==> config.mk <==
export PLATFORM = sky130hd
export DESIGN_NAME = gpio_in_cond
export DESIGN_NICKNAME = d
export VERILOG_FILES = /design/src/rtl/gpio_in_cond.sv
export SDC_FILE = /design/constraint.sdc
export NUM_CORES = 1
export LEC_CHECK = 0
export CORE_MARGIN = 2
export CORE_UTILIZATION = 52
export DETAILED_ROUTE_END_ITERATION = 16
export PLACE_DENSITY = 0.78
export SLEW_MARGIN = 30
export SYNTH_ARGS = -nofsm -noshare
export SYNTH_HDL_FRONTEND = slang
export SYNTH_SLANG_ARGS = --single-unit
==> constraint.sdc <==
create_clock -name clk_i -period 2.8 [get_ports clk_i]
set_input_delay 0.56 -clock clk_i [delete_from_list [all_inputs] [get_ports clk_i]]
set_output_delay 0.56 -clock clk_i [all_outputs]
set_load 0.005 [all_outputs]
==> src/rtl/gpio_in_cond.sv <==
// GPIO input conditioning: 2-flop sync, shared-prescaler debounce, rise/fall detect, sticky W1C events.
// Latency pad_i->gpio_o is 3 cycles with debounce off; no backpressure, every input is sampled each cycle.
module gpio_in_cond #(
    parameter int WIDTH   = 32,
    parameter int PRESC_W = 16,
    parameter int DB_CNT  = 4
) (
    input  logic               clk_i,
    input  logic               reset_i,
    input  logic [WIDTH-1:0]   pad_i,
    input  logic [WIDTH-1:0]   db_en_i,
    input  logic [PRESC_W-1:0] presc_i,
    input  logic [WIDTH-1:0]   rise_en_i,
    input  logic [WIDTH-1:0]   fall_en_i,
    input  logic [WIDTH-1:0]   evt_clr_i,
    output logic [WIDTH-1:0]   gpio_o,
    output logic [WIDTH-1:0]   evt_o,
    output logic               irq_o
);

    localparam int CW = $clog2(DB_CNT + 1);
    localparam logic [CW-1:0]      C_LAST = CW'(DB_CNT - 1);
    localparam logic [CW-1:0]      C_ONE  = CW'(1);
    localparam logic [PRESC_W-1:0] P_ONE  = PRESC_W'(1);

    logic [WIDTH-1:0]   s1_q, s2_q;
    logic [WIDTH-1:0]   f_q, f_d;
    logic [WIDTH-1:0]   evt_q, evt_d;
    logic [WIDTH-1:0]   rise, fall;
    logic [PRESC_W-1:0] p_q, p_d;
    logic [CW-1:0]      c_q [WIDTH];
    logic [CW-1:0]      c_d [WIDTH];
    logic               tick;

    // >= rather than == so lowering presc_i mid-count ticks next cycle instead of wrapping.
    always_comb begin
        tick = (p_q >= presc_i);
        p_d  = tick ? '0 : p_q + P_ONE;
    end

    always_comb begin
        f_d = f_q;
        for (int i = 0; i < WIDTH; i++) begin
            c_d[i] = c_q[i];
            if (!db_en_i[i]) begin
                f_d[i] = s2_q[i];
                c_d[i] = '0;
            end else if (s2_q[i] == f_q[i]) begin
                c_d[i] = '0;
            end else if (tick) begin
                if (c_q[i] == C_LAST) begin
                    f_d[i] = s2_q[i];
                    c_d[i] = '0;
                end else begin
                    c_d[i] = c_q[i] + C_ONE;
                end
            end
        end
    end

    // Set beats clear so an edge landing on a clear strobe is never lost.
    always_comb begin
        rise  = ~f_q & f_d;
        fall  = f_q & ~f_d;
        evt_d = (evt_q & ~evt_clr_i) | (rise & rise_en_i) | (fall & fall_en_i);
    end

    always_ff @(posedge clk_i or negedge reset_i) begin
        if (!reset_i) begin
            s1_q  <= '0;
            s2_q  <= '0;
            f_q   <= '0;
            evt_q <= '0;
            p_q   <= '0;
            for (int i = 0; i < WIDTH; i++) begin
                c_q[i] <= '0;
            end
        end else begin
            s1_q  <= pad_i;
            s2_q  <= s1_q;
            f_q   <= f_d;
            evt_q <= evt_d;
            p_q   <= p_d;
            for (int i = 0; i < WIDTH; i++) begin
                c_q[i] <= c_d[i];
            end
        end
    end

    assign gpio_o = f_q;
    assign evt_o  = evt_q;
    assign irq_o  = |evt_q;

endmodule

# Word-level counts from Yosys, hierarchy flattened
# Cells that the tools add are included.
# word_totals
inputBits	178
reg_bits	240
wordCells	435
output_inout_bits	65
# op_classes
n_eq_ne	96
muxes	257
bitwise_logic	10
add_sub_neg	33
n_reduce_logical	1
order_cmp	1
# ops
op	count
3-bit two-way mux	128
32-bit AND	5
1-bit two-way mux	128
3-bit by 1-bit adder with 3-bit output, second input constant	32
3-bit by 2-bit equality test with 1-bit output, second input constant	32
3-bit by 1-bit inequality test with 1-bit output, second input constant	32
32-bit inverter	3
32-bit OR	2
1-bit equality test	32
32-bit OR reduction	1
16-bit by 1-bit adder with 16-bit output, second input constant	1
16-bit greater-or-equal comparator	1
16-bit two-way mux	1

# Longest topological paths before layout
# Gate-level depths: netlist of the first run.
# depth
word_depth	9
depth_mapped	11
ltp_nobuf	7

# Worst setup path before layout of the first run
# OpenSTA, ideal clock, no wires.
# synth_path
path_kind	in2reg
start	input port presc_i[13]
end	register evt_q[0] (netlist: evt_o[0])
required_ps	2710
stages	11
path_buffers	4
setup_ps	90
path_slack_ps	277
t_arrival_ps	2433
cell_sequence	inv_1 > ha_1 > nand4_1 > or3_1 > buf_2 > and3_1 > buf_6 > and3_4 > buf_6 > buf_12 > o31ai_4
# synth_via
elab_chain_len	8
word_cells_on_any_way	11
cone_classes	order compare (1); mux (3); bitwise (7)
# synth_lines
element	line_no	rtl
start: declaration	12	input logic [PRESC_W-1:0] presc_i,
16-bit greater-or-equal comparator (*)	37	tick = (p_q >= presc_i);
1-bit two-way mux (*)	50	end else if (tick) begin
1-bit two-way mux (*)	48	end else if (s2_q[i] == f_q[i]) begin
1-bit two-way mux (*)	45	if (!db_en_i[i]) begin
32-bit AND or 32-bit inverter (tied branches)	63, 64	
32-bit AND (on tied branches)	65, 64	
32-bit OR or 32-bit AND (tied branches)	65	evt_d = (evt_q & ~evt_clr_i) | (rise & rise_en_i) | (fall & fall_en_i);
32-bit OR (*)	65	
named net evt_d[0]	28	logic [WIDTH-1:0] evt_q, evt_d;
end signal: assignment	82	evt_q <= evt_d;
end: declaration	28	
# Mark *: on every way through the listed nets, which the timed path passes. The rest lies on a longest branch.
# A chain may end at the register's enable or synchronous reset.

# Final worst setup path of the first run
# layout_path
start	register evt_q[26] (netlist: evt_o[26])
end	output port irq_o
# layout_via
elab_chain_len	1
# layout_lines
element	line_no	rtl
32-bit OR reduction	92	assign irq_o = |evt_q;
end: declaration	18	output logic irq_o
# Every way passes these cells.

==> impl_metrics.tcl, run 1 <==
set metrics [dict create \
    outcome "finished clean" \
    clock.fmax_ghz 0.373 \
    viasPerCell 5.66 \
    finalNonFillerCells 1819 \
    dp_hpwl_um 23400 \
    die_x_um 159 \
    grt_max_degree 69 \
    grt_pass1_wl_um 54300 \
    p_total_mw 9.55 \
    arrival_ns 2.12 \
    port_buffers 242 \
    ys_warn_count 0 \
    crit_type "flop to output port" \
    crit_path_end_kind "output port" \
    worst_pin_slew_ns 0.502 \
    path_max_fanout 3 \
    r2r-end "c_q[31]" \
    ant_nets 0 \
    finalWirelength_um 32900 \
    place_inst 1769 \
    setup_violations 0 \
    whs_endpoint "s2_q[12]" \
    grt-ovfl-total 0 \
    dieArea_um2 25400 \
    insertion_delay_ns 0.53 \
    slew_headroom 0.666 \
    rsz0062_at_grt "false" \
    cts_max_path_buffers 3 \
    synthFlopType "dfrtp_1" \
    slowest_stage "nor4_2" \
    synth_edf_count 0 \
    slowest_delay_ns 0.42 \
    min_path_type "flop to flop" \
    async_flop_share 1.00 \
    grt_use_total 0.259 \
    syn-instance-count 1206 \
    diodes 0 \
    syn_to_final_growth_pct 31.6 \
    yosys_register_bits 240 \
    cp_cell_sequence "nor4_2 -> nand4_1 -> or2_4 -> dlygate4sd2_1" \
    fp.dieH_um 159 \
    min_from "s1_q[12]" \
    p_leak_nw 7.62 \
    nets 1709 \
    ir_worst_vdd_v 0.000435 \
    crit_required_ns 2.24 \
    rows 56 \
    syn_area_um2 12600 \
    finClkSkew_ns 0.0140 \
    start_kind "flop" \
    cts.sinks 240 \
    syn_area_per_cell_um2 10.4 \
    wl_per_cell_um 18.1 \
    power_density_nw_per_um2 578 \
    htreeDepth 1 \
    hold_viol_final 0 \
    place_congestion 0.816 \
    coreArea_um2 23600 \
    whs_path_depth 0 \
    antenna_found_initial 1 \
    cts_tree "built" \
    drc 0 \
    syn_nets 1433 \
    period_minus_slack_ns 2.68 \
    timing.hold.ws_ns 0.345 \
    ys_seq_area_frac 0.478 \
    drv_cap 0 \
    fin_crit_sh 0.957 \
    r2r-start "p_q[1]" \
    floorplan.initialDensity 0.532 \
    finalMaxSlewViolations 0 \
    drive_gt1_frac 0.0907 \
    cts_buffers 26 \
    vias 10297 \
    clk_pin_slew_ns 0.06 \
    cts-root-buf "clkbuf_16" \
    fin_util 0.700 \
    grt_pass1_vias 10737 \
    reg2reg_depth 7 \
    synth_cell_types 44 \
    drtPass1Iterations 5 \
    rrSetupSlack_ns 0.35 \
    dr.first_iter.drc_count 628 \
    io_pins 243 \
]
## per-stage QoR
step	cell area [µm²]	worst slack, ns	TNS, ns
3_5_place_dp	15600	-0.304	-31.81
5_1_grt	16500	0.0533	0
2_1_floorplan	12600	0.277	0
3_3_place_gp	15600	-0.230	-20.41
4_1_cts	16500	0.0995	0
6_report	16500	0.120	0
## critical path: cells and delay by family, from the launching register on
family | cells | cell delay [ns]
and+or+nand+nor | 3 | 0.94
buffers and inverters | 1 | 0.26
DFF | 1 | 0.40
## area by class of cell
type                       count  area (µm²)
multi-input combinational    808        5900
tap                          319         399
clock inverter                 9         123
timing repair buffer         291        2880
clock buffer                  37         773
fill                        1769        7090
sequential                   240        6010
inverter                     115         432
## cell usage in the layout, fill, tap and decap left out, types with 32 or more instances in the layout
master / count
dfrtp_1: 240
clkdlybuf4s50_1: 240
inv_1: 115
nand2_1: 101
a21oi_1: 67
nor2b_1: 64
o31ai_1: 63
mux2i_1: 63
nor2_1: 52
ha_1: 49
buf_4: 41
nand3_1: 38
nand4_1: 36
a31oi_1: 33
a21boi_0: 32
## report_power, final
part	total, mW	switching, mW	internal, mW
clock	3.59	1.41	2.18
sequential	3.98	0.264	3.72
combinational	1.97	0.971	0.999
total	9.55	2.64	6.90
## state kept, by name, summed over array words and instances, names as in the netlist
signal / cells
s1_q: 32
evt_o: 32
c_q: 96
p_q: 16
s2_q: 32
gpio_o: 32
## per-layer routing
layer	vias up	GRT usage	share of wire
met4	2	0.0760	0.022
met3	54	0.0425	0.065
li1	4843	-	-
met5	-	0	0.00040
met2	379	0.427	0.47
met1	5019	0.356	0.44
## worst max path at each step
stage	slack, ns	endpoint	from	depth (start not counted)
2_1_floorplan	0.28	evt_o[0]	presc_i[13]	11
3_3_place_gp	-0.23	c_q[16]	presc_i[1]	9
3_5_place_dp	-0.30	c_q[18]	presc_i[1]	9
4_1_cts	0.1	irq_o	evt_o[31]	5
5_1_grt	0.05	irq_o	evt_o[30]	5
6_report	0.12	irq_o	evt_o[26]	4
## cell usage after synthesis (5+ instances only)
library cell,count,share of area
dfrtp_1,240,0.48
inv_1,115,0.034
nand2_1,101,0.030
a21oi_1,67,0.027
nor2b_1,64,0.032
mux2i_1,63,0.050
o31ai_1,63,0.038
nor2_1,52,0.016
ha_1,49,0.049
nand3_1,39,0.016
nand4_1,36,0.018
a31oi_1,33,0.016
a21boi_0,32,0.019
a22oi_1,31,0.019
nand2b_1,31,0.015
nand3b_1,31,0.019
o21a_1,31,0.019
o31ai_4,30,0.051
clkbuf_1,24,0.0072
nor4_1,9,0.0045
xnor2_1,9,0.0063
buf_6,8,0.0072
o21ai_0,6,0.0024
xor2_1,6,0.0042
buf_2,5,0.0020
## timing repair
action | in CTS | in global routing
endpoints found under the setup margin | 1 | 0
resized for setup | 7 | 0
hold buffers | 1 | 0
hold endpoints to repair | 34 | 0
setup buffers | 3 | 0
## cells by family (layout without fill, tap and decap cells)
logic type	count (synthesis)	in the layout	share of synthesized area
compound gates	302	302	0.197
mux	64	64	0.0511
buf+inv	158	452	0.0564
flops	240	240	0.478
fa+ha+maj	49	49	0.0488
simple gates	378	378	0.157
xor+xnor	15	15	0.0105
No activity file was read; power rests on OpenSTA's default activity.
==> run 2: changes to the inputs <==
Settings changed: CAP_MARGIN from default to 20, CTS_BUF_LIST from default to sky130_fd_sc_hd__clkbuf_8, DONT_BUFFER_PORTS from default to 1, PLACE_DENSITY 0.78 to 0.65.
==> run 2 against run 1 <==
The flow now finishes with violations (negative hold slack). Register-to-register slack lost 0.08 ns. Setup slack got worse by 0.0050 ns. Non-clock buffer count is 266 lower. Critical path depth shrank 1. Global-route usage is 3.0 points lower. Sequential share of layout area is 7.1 points higher. Die area is the same. Power down 12%. Critical path type unchanged. Largest cell class unchanged. Largest power group unchanged.
==> impl_metrics.tcl, run 2 (synthesis gave the netlist of run 1 again) <==
set metrics [dict create \
    timing.hold.ws_ns -0.271 \
    start_kind "flop" \
    nets 1460 \
    slew_headroom 0.532 \
    insertion_delay_ns 0.55 \
    min_path_type "primary input to asynchronous set/reset pin" \
    cts_tree "built" \
    top_register "c_q" \
    largest_reg_flops 96 \
    placed_area_um2 13000 \
    violations "negative hold slack" \
    cts_setup_buffers 0 \
    reg2reg_depth 7 \
    cts-root-buf "clkbuf_8" \
    clock.fmax_ghz 0.372 \
    finalWirelength_um 29300 \
    fin_area_um2 13800 \
    arrival_ns 2.13 \
    period_minus_slack_ns 2.69 \
    htreeDepth 2 \
    r2r-end "gpio_o[8]" \
    crit_required_ns 2.24 \
    crit_type "flop to output port" \
    grt_use_total 0.229 \
    slowest_delay_ns 0.55 \
    p_seq_frac 0.475 \
    crit_path_end_kind "output port" \
    p_leak_nw 6.60 \
    drtPass1Iterations 4 \
    cts.sinks 240 \
    viasPerCell 5.78 \
    final_common_cell "dfrtp_1" \
    die_x_um 159 \
    syn_to_final_growth_pct 9.97 \
    power_density_nw_per_um2 611 \
    endpoint "irq_o" \
    p_sw_frac 0.291 \
    ir_worst_vdd_v 0.000496 \
    slowest_stage "nor4_1" \
    floorplan.initialDensity 0.532 \
    cts_max_path_buffers 3 \
    cts_buffers 43 \
    hold_viol_final 240 \
    setup_violations 0 \
    dr.first_iter.drc_count 493 \
    ant_nets 0 \
    p_total_mw 8.44 \
    wl_per_cell_um 18.6 \
    port_buffers 0 \
    io_pins 243 \
    fin_crit_sh 0.959 \
    grt_pass1_vias 9232 \
    vias 9135 \
    grt_max_degree 241 \
    finalMaxSlewViolations 0 \
    setup.worst_path.start "evt_o[23]" \
    coreArea_um2 23600 \
    drv_cap 0 \
    rrSetupSlack_ns 0.27 \
    fp.dieH_um 159 \
    clkPwrFrac 0.369 \
    grt-ovfl-total 0 \
    dp_hpwl_um 20200 \
    layout_common_cells "dfrtp_1 (240), inv_1 (131), nand2_1 (101), a21oi_1 (67), nor2b_1 (64)" \
    fill_cells 2040 \
    grt_pass1_wl_um 47700 \
    comb_power_share 0.156 \
    place_inst 1507 \
    rsz0062_at_grt "false" \
    power.switching_mw 2.46 \
    drive_gt1_frac 0.0977 \
    path_max_fanout 3 \
    clk_pin_slew_ns 0.06 \
    drc 0 \
    finClkSkew_ns 0.0273 \
    finalNonFillerCells 1580 \
    cp_cell_sequence "nor4_1 -> nand4_1 -> or2_2" \
    worst_pin_slew_ns 0.701 \
    rows 56 \
    setup_tns_ns 0 \
    r2r-start "p_q[13]" \
    dieArea_um2 25400 \
    p_int_mw 5.98 \
    outcome "finished, violations left" \
    place_congestion 0.779 \
    antenna_found_initial 2 \
]
## run 2: routing by layer
metal	part of all wire	vias to the layer above	global-route usage
met5	0	-	0
met4	0.023	0	0.0744
met3	0.075	56	0.0581
met2	0.46	325	0.364
met1	0.44	4412	0.309
li1	-	4342	-
## run 2: how the worst min path moves through the flow
stage          startpoint       to  slack (ns)  depth (start not counted)
2_1_floorplan     reset_i   c_q[0]        0.26                          0
3_3_place_gp      reset_i   p_q[8]        0.27                          0
3_5_place_dp      reset_i   p_q[8]        0.27                          0
4_1_cts           reset_i  c_q[71]       -0.32                          0
5_1_grt           reset_i   p_q[6]       -0.31                          0
6_report          reset_i   p_q[8]       -0.27                          0
## run 2: repair_timing
item | in CTS | in global routing
endpoints found under the setup margin | 1 | 0
gates resized for setup | 2 | 0
hold endpoints to repair | 240 | 240
## run 2: area by class of cell
class | instances | area, µm² | share of cell area
diodes | 2 | 5.00 | 0.000363
clock buffers | 53 | 729 | 0.0528
clock inverters | 18 | 76.3 | 0.00553
inverters | 115 | 432 | 0.0313
multi-input cells | 808 | 5880 | 0.426
flip-flops and latches | 240 | 6010 | 0.435
well taps | 319 | 399 | 0.0289
repair buffers | 25 | 275 | 0.0199
## run 2: worst max-delay path: cells and delay by family, from the launching register on
family,cells,cell delay [ns]
AND/OR/NAND/NOR,3,1.14
flip-flops,1,0.45
## run 2: power by group through the flow
stage	Clock, mW	Combinational (mW)	Sequential [mW]
6_report	3.11	1.32	4.01
5_1_grt	3.35	1.46	4.05
4_1_cts	3.21	1.33	4.01
3_5_place_dp	0	1.32	4.06
3_3_place_gp	0	1.29	4.06
2_1_floorplan	0	1.06	3.96
## run 2: stage by stage
stage                     setup slack [ns]  utilization
after floorplan                      0.277            -
after global placement               0.149        0.550
after global routing                0.0683        0.584
final                                0.115        0.585
after detailed placement             0.113        0.550
after CTS                           0.0429        0.584
